**src/rtl/ddr3_fifo_pkg.sv**
```systemverilog
// Shared types and constants for the DDR3-backed stream FIFO.
package ddr3_fifo_pkg;

  localparam int DATA_W  = 16;
  localparam int BURST_W = 128;
  localparam int WORDS   = BURST_W / DATA_W;

  localparam logic [2:0] CMD_WR = 3'd0;
  localparam logic [2:0] CMD_RD = 3'd1;

  typedef enum logic [2:0] {
    IDLE,
    WR_CMD,
    WR_DAT,
    RD_CMD,
    RD_WAIT
  } fsm_state_t;

  typedef logic [BURST_W-1:0] burst_t;

endpackage

```
**src/rtl/ddr3_stream_fifo_ctrl_burst_unpacker.sv**
```systemverilog
// Holds one read burst from DDR and replays it on the AXI-Stream master, lowest word first.
module burst_unpacker
  import ddr3_fifo_pkg::*;
(
  input  logic              clk,
  input  logic              rst_n,
  input  logic              load,
  input  burst_t            load_data,
  input  logic              m_axis_tready,
  output logic              m_axis_tvalid,
  output logic [DATA_W-1:0] m_axis_tdata,
  output logic [3:0]        rcnt
);

  burst_t     rbuf;
  logic [2:0] idx;

  // A load only happens while rcnt is zero, so it never coincides with a handshake.
  always_ff @(posedge clk) begin
    if (!rst_n) begin
      rbuf <= '0;
      idx  <= '0;
      rcnt <= '0;
    end else if (load) begin
      rbuf <= load_data;
      idx  <= '0;
      rcnt <= 4'(WORDS);
    end else if (m_axis_tvalid && m_axis_tready) begin
      idx  <= idx + 3'd1;
      rcnt <= rcnt - 4'd1;
    end
  end

  assign m_axis_tvalid = (rcnt != 4'd0);
  assign m_axis_tdata  = rbuf[int'(idx)*DATA_W +: DATA_W];

endmodule

```
**src/rtl/ddr3_stream_fifo_ctrl.sv**
```systemverilog
// DDR3 ring-buffer FIFO: packs stream words into BL8 bursts, stores them in DDR, replays in order.
// Optional macro FIFO_LEVEL_EN adds a registered fifo_level output (words held in total).
module ddr3_stream_fifo_ctrl
  import ddr3_fifo_pkg::*;
#(
  parameter int ADDR_W     = 28,
  parameter int BASE_ADDR  = 0,
  parameter int ADDR_STEP  = 8,
  parameter int RING_BURST = 1024
) (
  input  logic               clk,
  input  logic               rst_n,
  input  logic               init_calib_complete,
  input  logic               s_axis_tvalid,
  output logic               s_axis_tready,
  input  logic [DATA_W-1:0]  s_axis_tdata,
  output logic               m_axis_tvalid,
  input  logic               m_axis_tready,
  output logic [DATA_W-1:0]  m_axis_tdata,
  output logic               app_cmd_en,
  output logic [2:0]         app_cmd,
  output logic [ADDR_W-1:0]  app_addr,
  input  logic               app_cmd_rdy,
  output logic               app_wdata_en,
  output logic [BURST_W-1:0] app_wdata,
  output logic               app_wdata_end,
  output logic [15:0]        app_wdata_mask,
  input  logic               app_wdata_rdy,
  input  logic               app_rdata_valid,
  input  logic [BURST_W-1:0] app_rdata
`ifdef FIFO_LEVEL_EN
  ,
  output logic [$clog2(RING_BURST*8+16):0] fifo_level
`endif
);

  localparam int PTR_W = (RING_BURST > 1) ? $clog2(RING_BURST) : 1;
  localparam int OCC_W = $clog2(RING_BURST + 1);

  fsm_state_t       state, next_state;
  burst_t           wbuf;
  logic [2:0]       wcnt;
  logic             wbuf_full;
  logic [PTR_W-1:0] wr_ptr, rd_ptr;
  logic [OCC_W-1:0] occ;
  logic [3:0]       rcnt;
  logic             rd_load;
  logic             wr_done;

  function automatic logic [ADDR_W-1:0] burst_addr(input logic [PTR_W-1:0] ptr);
    return ADDR_W'(BASE_ADDR) + ADDR_W'(ptr) * ADDR_W'(ADDR_STEP);
  endfunction

  assign s_axis_tready  = init_calib_complete & ~wbuf_full;
  assign app_wdata      = wbuf;
  assign app_wdata_end  = app_wdata_en;
  assign app_wdata_mask = '0;

  always_ff @(posedge clk) begin
    if (!rst_n) begin
      wbuf      <= '0;
      wcnt      <= '0;
      wbuf_full <= 1'b0;
    end else begin
      if (s_axis_tvalid && s_axis_tready) begin
        wbuf[int'(wcnt)*DATA_W +: DATA_W] <= s_axis_tdata;
        wcnt <= wcnt + 3'd1;
        if (wcnt == 3'd7)
          wbuf_full <= 1'b1;
      end
      if (wr_done)
        wbuf_full <= 1'b0;
    end
  end

  always_ff @(posedge clk) begin
    if (!rst_n)
      state <= IDLE;
    else
      state <= next_state;
  end

  // Reads win in IDLE so the output side never starves while DDR holds data.
  always_comb begin
    next_state   = state;
    app_cmd_en   = 1'b0;
    app_cmd      = CMD_WR;
    app_addr     = '0;
    app_wdata_en = 1'b0;
    rd_load      = 1'b0;
    wr_done      = 1'b0;
    case (state)
      IDLE: begin
        if (init_calib_complete) begin
          if (rcnt == 4'd0 && occ != '0)
            next_state = RD_CMD;
          else if (wbuf_full && occ != OCC_W'(RING_BURST))
            next_state = WR_CMD;
        end
      end
      WR_CMD: begin
        app_cmd_en = 1'b1;
        app_addr   = burst_addr(wr_ptr);
        if (app_cmd_rdy)
          next_state = WR_DAT;
      end
      WR_DAT: begin
        app_wdata_en = 1'b1;
        if (app_wdata_rdy) begin
          wr_done    = 1'b1;
          next_state = IDLE;
        end
      end
      RD_CMD: begin
        app_cmd_en = 1'b1;
        app_cmd    = CMD_RD;
        app_addr   = burst_addr(rd_ptr);
        if (app_cmd_rdy)
          next_state = RD_WAIT;
      end
      RD_WAIT: begin
        if (app_rdata_valid) begin
          rd_load    = 1'b1;
          next_state = IDLE;
        end
      end
      default: next_state = IDLE;
    endcase
  end

  always_ff @(posedge clk) begin
    if (!rst_n) begin
      wr_ptr <= '0;
      rd_ptr <= '0;
      occ    <= '0;
    end else if (wr_done) begin
      wr_ptr <= wr_ptr + PTR_W'(1);
      occ    <= occ + OCC_W'(1);
    end else if (rd_load) begin
      rd_ptr <= rd_ptr + PTR_W'(1);
      occ    <= occ - OCC_W'(1);
    end
  end

  burst_unpacker u_unpacker (
    .clk           (clk),
    .rst_n         (rst_n),
    .load          (rd_load),
    .load_data     (app_rdata),
    .m_axis_tready (m_axis_tready),
    .m_axis_tvalid (m_axis_tvalid),
    .m_axis_tdata  (m_axis_tdata),
    .rcnt          (rcnt)
  );

`ifdef FIFO_LEVEL_EN
  localparam int LVL_W = $clog2(RING_BURST*8+16) + 1;

  always_ff @(posedge clk) begin
    if (!rst_n)
      fifo_level <= '0;
    else
      fifo_level <= LVL_W'({occ, 3'b000})
                  + LVL_W'(wbuf_full ? 4'd8 : {1'b0, wcnt})
                  + LVL_W'(rcnt);
  end
`endif

endmodule

```
**config.mk**
```make
export PLATFORM = sky130hd
export DESIGN_NAME = ddr3_stream_fifo_ctrl
export DESIGN_NICKNAME = d
export VERILOG_FILES = /design/src/rtl/ddr3_fifo_pkg.sv /design/src/rtl/ddr3_stream_fifo_ctrl_burst_unpacker.sv /design/src/rtl/ddr3_stream_fifo_ctrl.sv
export SDC_FILE = /design/constraint.sdc
export NUM_CORES = 1
export LEC_CHECK = 0
export BUFFER_PORTS_ARGS = -buffer_cell sky130_fd_sc_hd__buf_2
export CAP_MARGIN = 20
export CORE_MARGIN = 8
export CORE_UTILIZATION = 35
export CTS_CLUSTER_SIZE = 10
export DETAILED_ROUTE_END_ITERATION = 7
export SYNTH_ARGS = -nofsm -noshare
export SYNTH_HDL_FRONTEND = slang
export SYNTH_HIERARCHICAL = 1
export SYNTH_SLANG_ARGS = --single-unit
export TNS_END_PERCENT = 10
```
**constraint.sdc**
```tcl
create_clock -name clk -period 5 [get_ports clk]
set_input_delay 1.25 -clock clk [delete_from_list [all_inputs] [get_ports clk]]
set_output_delay 1.25 -clock clk [all_outputs]
set_load 0.01 [all_outputs]
```
Yosys cells after proc, flatten, opt, wreduce, memory -nomap -nowiden. Index checks and enable logic that the tools add are counted.

Add/sub/neg operators: 8. Equality and inequality tests: 12. Shift-type cells: 3. Mux-type cells: 21. Bitwise logic cells: 4. Reduce and logical (&&, ||, !) cells: 16.

Operators with widths (number): $bwmux W128 (1); $shift A16 B33 Y128 const A (1); $shiftx A128 B8 Y16 (1); $shiftx A16 B33 Y128 (1); $neg A7 Y33 (1); $pmux W13 S2 (1); $mux W11 (2); $mux W3 (7); $add A10 B1 Y10 const B (2); $pmux W3 S5 (1); $add A11 B1 Y11 const B (1); $ne A11 B11 Y1 const B (1); $reduce_bool A11 Y1 (1); $sub A11 B1 Y11 const B (1); $ne A2 B2 Y1 const B (5); $mux W4 (2); $mux W1 (7); $add A3 B1 Y3 const B (2); $eq A3 B2 Y1 const B (2); $eq A3 B3 Y1 const B (2); $reduce_and A6 Y1 (1); $reduce_or A2 Y1 (3); $logic_and A1 B1 Y1 (4); $logic_not A4 Y1 (1); 9 further kinds (13).

Register bits after elaboration: 301. Bits of input ports: 152. Output and inout bits: 196. Logic and storage cells: 75.

Longest topological paths before layout. Gate-level depths: netlist of run 1.

Word-level depth: 6. Depth in mapped cells: 11.

By module. Netlist of run 1, hierarchy kept.

By module, submodules not included: ddr3_stream_fifo_ctrl (times used 1, cells each 868, area each 7739.9 µm²); burst_unpacker (times used 1, cells each 511, area each 6207.2 µm²).

Worst setup path after synthesis of run 1. No wires, ideal clock.

Path kind: input to register. Start point: input port app_wdata_rdy. End point: register occ[8]. Arrival: 3087 ps. Required time: 4863 ps. Slack: 1775 ps. Stages on the path: 8. Path through: and4bb_1 -> buf_2 -> inv_1 -> fa_1 -> a211oi_1 -> o21bai_1 -> a221oi_1 -> o221ai_1.

Longest elaborated chain between the ends: 3.

RTL lines: from (decl) (RTL line ddr3_stream_fifo_ctrl.sv:28) `input logic app_wdata_rdy,`; $mux W1 (*) (RTL line ddr3_stream_fifo_ctrl.sv:109) `if (app_wdata_rdy) begin`; $mux W1 (*) (RTL line ddr3_stream_fifo_ctrl.sv:92) `case (state)`; $mux W11 or $reduce_bool A2 Y1 (tied branches); to (signal assigned) (RTL line ddr3_stream_fifo_ctrl.sv:138) `occ <= occ + OCC_W'(1);`; to (signal assigned) (RTL line ddr3_stream_fifo_ctrl.sv:141) `occ <= occ - OCC_W'(1);`; to (decl) (RTL line ddr3_stream_fifo_ctrl.sv:45) `logic [OCC_W-1:0] occ;`.

Mark *: on every way between the ends. The rest lies on a longest branch, timed or not. A chain may end at the register's enable or synchronous reset.

Worst setup path after layout of run 1.
Start point: register u_unpacker.idx[1]. End point: output port m_axis_tdata[5].

Longest elaborated chain between the ends: 1.

RTL lines: from (decl) (RTL line ddr3_stream_fifo_ctrl_burst_unpacker.sv:16) `logic [2:0] idx;`; from (signal assigned) (RTL line ddr3_stream_fifo_ctrl_burst_unpacker.sv:29) `idx <= idx + 3'd1;`; $shiftx A128 B8 Y16 (RTL line ddr3_stream_fifo_ctrl_burst_unpacker.sv:35) `assign m_axis_tdata = rbuf[int'(idx)*DATA_W +: DATA_W];`; to (decl) (RTL line ddr3_stream_fifo_ctrl.sv:19) `output logic [DATA_W-1:0] m_axis_tdata,`.

Every way passes these cells.

==> results of run 1 <==
[cells in the final DEF, fill, tap and decap left out, types with 16 or more instances in the layout]
master,n
a21boi_0,51
mux2i_1,190
and2_1,17
mux2_2,16
dfxtp_1,300
nand3_1,55
conb_1,36
nor2_1,23
ha_1,17
a21boi_1,40
mux4_1,30
nor2b_1,180
clkbuf_16,38
a21oi_1,17
nand2_1,154
buf_2,310
[worst max-delay path, cell delays in order (launching register included)]
cell	delay, ps
dfxtp_1	970
buf_4	410
mux4_1	380
mux2_2	300
buf_2	150
[cell usage after synthesis, types with 3 or more instances]
cell / count / area share, %
dfxtp_1: 301 / 43
mux2i_1: 190 / 14
nor2b_1: 180 / 8.1
nand2_1: 154 / 4.1
nand3_1: 55 / 2.0
clkbuf_1: 53 / 1.4
a21boi_0: 51 / 2.7
buf_4: 47 / 2.5
a21boi_1: 40 / 2.2
buf_2: 33 / 1.2
mux4_1: 30 / 5.7
nor2_1: 23 / 0.62
a21oi_1: 17 / 0.61
and2_1: 17 / 0.76
ha_1: 17 / 1.5
mux2_2: 16 / 1.3
inv_1: 13 / 0.35
o21ai_0: 13 / 0.47
xnor2_1: 13 / 0.82
nand4_1: 11 / 0.49
and3_1: 8 / 0.36
nand3b_1: 7 / 0.38
nor3_1: 7 / 0.25
or3_1: 6 / 0.27
a211oi_1: 5 / 0.27
buf_6: 5 / 0.40
nand2b_1: 5 / 0.22
o221ai_1: 4 / 0.25
xor2_1: 4 / 0.25
a21o_1: 3 / 0.16
buf_1: 3 / 0.081
o41ai_1: 3 / 0.19
[cell type report]
class                   instances  area [um^2]
flip-flops and latches        301         6030
inverters                      14         52.6
repair buffers                321         1680
clock inverters                 6         78.8
well taps                     525          657
clock buffers                  49         1030
diodes                          9         22.5
multi-input cells             954         7190
fillers                      3879        22800
[power breakdown]
| group | switching [mW] | internal, mW | total [mW] |
|---|---|---|---|
| Combinational | 0.268 | 0.230 | 0.498 |
| Clock | 1.01 | 1.49 | 2.50 |
| Sequential | 0.0586 | 2.43 | 2.49 |
[how the worst max path moves through the flow]
stage | start | to | slack [ps] | cells after the start
after floorplan | app_wdata_rdy | occ[8]$_SDFFE_PN0P_ | 1780 | 8
after global placement | app_wdata_rdy | occ[8]$_SDFFE_PN0P_ | 1280 | 8
after detailed placement | app_wdata_rdy | occ[8]$_SDFFE_PN0P_ | 1230 | 8
after CTS | u_unpacker/idx[0]$_SDFFE_PP0P_ | m_axis_tdata[15] | 830 | 3
after global routing | u_unpacker/idx[1]$_SDFFE_PP0P_ | m_axis_tdata[5] | 840 | 4
final | u_unpacker/idx[1]$_SDFFE_PP0P_ | m_axis_tdata[5] | 1000 | 4
[registers in the layout, indices dropped and copies added, names as in the netlist]
| register | flops |
|---|---|
| u_unpacker/idx | 3 |
| wbuf_full | 1 |
| occ | 11 |
| u_unpacker/rcnt | 4 |
| wcnt | 3 |
| app_wdata | 128 |
| rd_ptr | 10 |
| u_unpacker/rbuf | 128 |
| state | 3 |
| wr_ptr | 10 |
[stage by stage]
stage | cell area (um^2) | hold slack [ps] | total power [mW]
3_5_place_dp | 15600 | 443 | 3.03
4_1_cts | 16700 | 450 | 5.55
2_1_floorplan | 14100 | 453 | 2.90
3_3_place_gp | 15600 | 437 | 3.02
6_report | 16700 | 447 | 5.49
5_1_grt | 16700 | 468 | 5.69
[cell families after synthesis]
kind of cell	count (synthesis)	synth area share, %
other	1	0.0269
xor gates and xnor gates	17	1.07
AOI/OAI and AO/OA	146	7.47
buffers and inverters	159	6.32
adders and majority gates	18	1.67
muxes	238	20.9
and+or+nand+nor	499	19.3
DFF	301	43.2
[layer usage]
layer / part of all wire, % / vias up / global-route usage, %
met1: 40 / 4888 / 18.7
met4: 2.5 / 26 / 5.06
met3: 8.6 / 85 / 6.45
li1: - / 5187 / -
met5: 0.43 / - / 0
met2: 48 / 304 / 27.7
==> key figures, run 1 <==
Run status
  – Status: completed

STA
  – Final Critical Period: ~4000 ps
  – Worst-Margin Slew: about 1100 ps
  – Final Max Tran Viols: 0
  – PnR worst setup slack: ~1000 ps
  – Final Hold Violating Endpoints: 0
  – Fin crit share: between 80% and 90%
  – RSZ-0062 raised after global routing: false
  – Clk_skew: about 18 ps
  – Setup TNS: 0 ps
  – Fmax: roughly 250 MHz
  – Setup violation total in the final timing report: 0
  – Slew headroom: 29.3%

Power and ir drop
  – Leakage: between 6 and 7 nW
  – VDD IR max: about 0.22 mV
  – Total power divided by cell area: around 330 nW/um^2

Hold path
  – Hold path depth: 2
  – Worst hold path type: reg2reg
  – Hold Path Sink: app_wdata[58]$_SDFFE_PN0P_
  – Hold_sp: app_wdata[58]$_SDFFE_PN0P_

Drt
  – Drt wl/cell: 18.3 um
  – Final ANT Viol Nets: 0
  – # DRC: 0
  – Routed vias: around 10000
  – Via/cell ratio: between 4 and 5
  – DR iter-0 viols: just over 600
  – Drt first pass iters: 5
  – Routed WL: roughly 40 mm

Worst setup path
  – Crit path kind: reg2out
  – Req. time, crit path: 3750 ps
  – FF-to-FF setup slack: roughly 1500 ps
  – Crit path max fanout: 19
  – Worst EP arrival: 2750 ps
  – Setup crit start kind: flop
  – Critical Path Sink Type: output port
  – Critical R2R Capture: occ[8]$_SDFFE_PN0P_
  – R2R depth: 8
  – Worst R2R Start: state[1]$_SDFFE_PN0P_

Synth
  – #FFs+latches synth: about 300
  – Number of synthesis warnings: 6
  – Fraction of registers with async set/reset: 0%
  – Cell area after synthesis: 13900 um^2
  – Sequential share of the synthesized area: 43.2%
  – Post-Synthesis Cells: around 1400
  – Mapped Avg Cell Area: 10.1 um^2
  – Most used DFF post-synth: dfxtp_1
  – Yosys cell types: 66
  – Post-synth EDFFs: 0

Floorplan
  – Cell row count: 73
  – Die Height: between 200 and 250 um
  – I/O pin count: about 350
  – Core box area: 39500 um^2
  – Initial Util: a little over a third
  – Die width: about 220 um
  – Die area: 46500 um^2

Clock tree
  – Sinks on Clock Net: 301
  – CTS Root Cell: clkbuf_16
  – Cts repair resizes: 0
  – Insertion delay to the later sink of the worst-skew pair: about 540 ps
  – Clock slew seen by the registers of the worst setup and hold paths: 50 ps
  – CTS tree: done
  – CTS max path bufs: 3
  – Hold_buf cts: 0
  – Postcts setup bufs: 0
  – Htree depth: 2
  – CTS Buf Count: 38

Global route
  – Largest net degree at the start of global routing: 126
  – Antenna violations before repair: 23
  – First-pass GRT wire length: a little over 60 mm
  – Vias in the first global route: slightly above 10000
  – Total GRT Usage: about 16%
  – Grt ovf: 0

Placed design
  – Pre-CTS setup slack: about 1200 ps
  – Placed cells: 2113
  – DP Wirelength: 28.9 mm
  – Port Buf Inserts: approximately 310
  – Final GP Congestion: 0.837

Final layout
  – Final core utilization: between 40% and 50%
  – Synth-to-Final Area Change: 20.0%
  – Layout Nets: 1800
  – Final Instance Count excl. Fillers: roughly 2200
  – Layout cells sized above 1: around a quarter

Job
  – Max-cap viol count: 0
Note: power is estimated with default switching activity, not from simulation.
==> run 2: changes to the inputs <==
==> constraint.sdc (replaced) <==
create_clock -name clk -period 3.9 [get_ports clk]
set_input_delay 0.975 -clock clk [delete_from_list [all_inputs] [get_ports clk]]
set_output_delay 0.975 -clock clk [all_outputs]
set_load 0.01 [all_outputs]
==> key figures, run 2 (synthesized netlist as in run 1, its figures left out) <==
Power and ir drop
  – Total power: 6.95 mW (was 5.49 mW)
  – Total power divided by cell area: 415 nW/um^2 (was 328 nW/um^2)
  – VDD IR max: 0.298 mV (was 0.218 mV)
  – Leakage: 6.61 nW (was 6.59 nW)

Worst setup path
  – Max incr delay on CP: 910 ps (was 970 ps)
  – Crit path max-delay cell type: dfxtp_2 (was dfxtp_1)
  – Cells along the critical path: buf_4 > mux4_1 > mux2_2 > buf_2 (unchanged)
  – Critical Path Sink Type: output port (unchanged)
  – Worst EP arrival: 2820 ps (was 2750 ps)
  – Crit path max fanout: 29 (was 19)
  – Req. time, crit path: 2920 ps (was 3750 ps)
  – Setup crit start kind: flop (unchanged)
  – Crit path kind: reg2out (unchanged)

STA
  – Hold WS: 447 ps (about the same)
  – RSZ-0062 raised after global routing: false (unchanged)
  – Final Hold Violating Endpoints: 0 (unchanged)
  – Setup violation total in the final timing report: 0 (unchanged)
  – Fin crit share: 97.2%
  – Slew headroom: 40.6% (was 29.3%)
  – Worst-Margin Slew: 889 ps (was 1060 ps)
  – PnR worst setup slack: 110 ps (was 998 ps)
  – Final Critical Period: 3790 ps
  – Fmax: roughly 260 MHz
  – Setup TNS: 0 ps (unchanged)
  – Final Max Tran Viols: 0 (unchanged)
  – Clk_skew: 12.8 ps (was 17.8 ps)

Drt
  – Final ANT Viol Nets: 0 (unchanged)
  – # DRC: 0 (unchanged)
  – Drt first pass iters: 4 (was 5)
  – DR iter-0 viols: 643 (was 614)
  – Via/cell ratio: 4.83 (was 4.81)
  – Routed WL: 40.1 mm (was 39.8 mm)
  – Drt wl/cell: 18.4 um (was 18.3 um)
  – Routed vias: 10500 (about the same)

Clock tree
  – CTS max path bufs: 3 (unchanged)
  – Hold_buf cts: 0 (unchanged)
  – Clock slew seen by the registers of the worst setup and hold paths: 60 ps (was 50 ps)
  – CTS tree: done (unchanged)
  – CTS Root Cell: clkbuf_16 (unchanged)
  – CTS Buf Count: 37 (was 38)
  – Sinks on Clock Net: 301 (unchanged)
  – Insertion delay to the later sink of the worst-skew pair: 530 ps (was 540 ps)
  – Cts repair resizes: 0 (unchanged)
  – Htree depth: 2 (unchanged)
  – Postcts setup bufs: 0 (unchanged)

Placed design
  – Post-DP Area: 15600 um^2 (about the same)
  – DP Wirelength: 29.5 mm (was 28.9 mm)
  – Port Buf Inserts: 311 (unchanged)
  – Final GP Congestion: 0.841 (was 0.837)
  – Pre-CTS setup slack: 391 ps (was 1230 ps)
  – Placed cells: 2120 (was 2113)

Final layout
  – Fin area: 16800 um^2 (was 16700 um^2)
  – Most frequent cells in the layout: buf_2 (310), dfxtp_1 (300), mux2i_1 (190), nor2b_1 (180), nand2_1 (154) (unchanged)
  – Layout cells sized above 1: 24.7% (was 24.6%)
  – Layout Nets: 1804 (was 1800)
  – Final core utilization: 42.4% (was 42.3%)
  – Final Instance Count excl. Fillers: 2183 (was 2179)
  – Synth-to-Final Area Change: 20.1% (was 20.0%)
  – Most common cell after layout, fill and taps aside: buf_2 (unchanged)

Floorplan
  – I/O pin count: 348 (unchanged)
  – Die area: 46500 um^2 (unchanged)
  – Initial Util: 35.3% (unchanged)
  – Cell row count: 73 (unchanged)
  – Die width: 216 um (unchanged)
  – Die Height: 216 um (unchanged)
  – Core box area: 39500 um^2 (unchanged)

Run status
  – Status: completed (unchanged)

Global route
  – First-pass GRT wire length: 61.3 mm (was 60.9 mm)
  – Vias in the first global route: 10600 (was 10400)
  – Total GRT Usage: 16.5% (was 16.4%)
  – Largest net degree at the start of global routing: 108 (was 126)
  – Grt ovf: 0 (unchanged)
  – Antenna violations before repair: 25 (was 23)

Hold path
  – Worst hold path type: reg2reg (unchanged)

Job
  – Max-cap viol count: 0 (unchanged)
-- run 2: final timing paths --
check	startpoint	slack (ps)	to	depth (start not counted)
hold reg to reg	app_wdata[56]$_SDFFE_PN0P_	450	app_wdata[56]$_SDFFE_PN0P_	2
setup / recovery	u_unpacker/idx[0]$_SDFFE_PP0P_	110	m_axis_tdata[5]	4
hold / removal	app_wdata[56]$_SDFFE_PN0P_	450	app_wdata[56]$_SDFFE_PN0P_	2
setup reg to reg	state[0]$_SDFFE_PN0P_	820	occ[8]$_SDFFE_PN0P_	8
-- run 2: worst max-delay path, delay by kind of cell (launching register included) --
kind	cells	cell delay, ps
buffers and inverters	2	460
flip-flops	1	910
multiplexers	2	910
-- run 2: final cells by class --
class,count,area (um^2)
Fill cell,3902,22800
Multi-Input combinational cell,954,7190
Sequential cell,301,6030
Timing Repair Buffer,326,1710
Clock buffer,47,1010
Tap cell,525,657
Clock inverter,3,76.3
Inverter,14,52.6
Antenna cell,13,32.5
-- run 2: layer usage --
metal	vias to the layer above	global-route usage [%]	wire [um]
met5	-	0	127
met4	20	5.40	1130
met3	89	6.67	3320
met2	288	27.8	19000
met1	4929	18.9	16600
li1	5208	-	-
-- run 2: report_power, final --
part,leakage [nW],total (mW),switching [mW],internal [mW]
Sequential,2.43,3.22,0.106,3.11
Combinational,3.66,0.593,0.304,0.290
Clock,0.530,3.14,1.26,1.88
Total,6.61,6.95,1.67,5.28
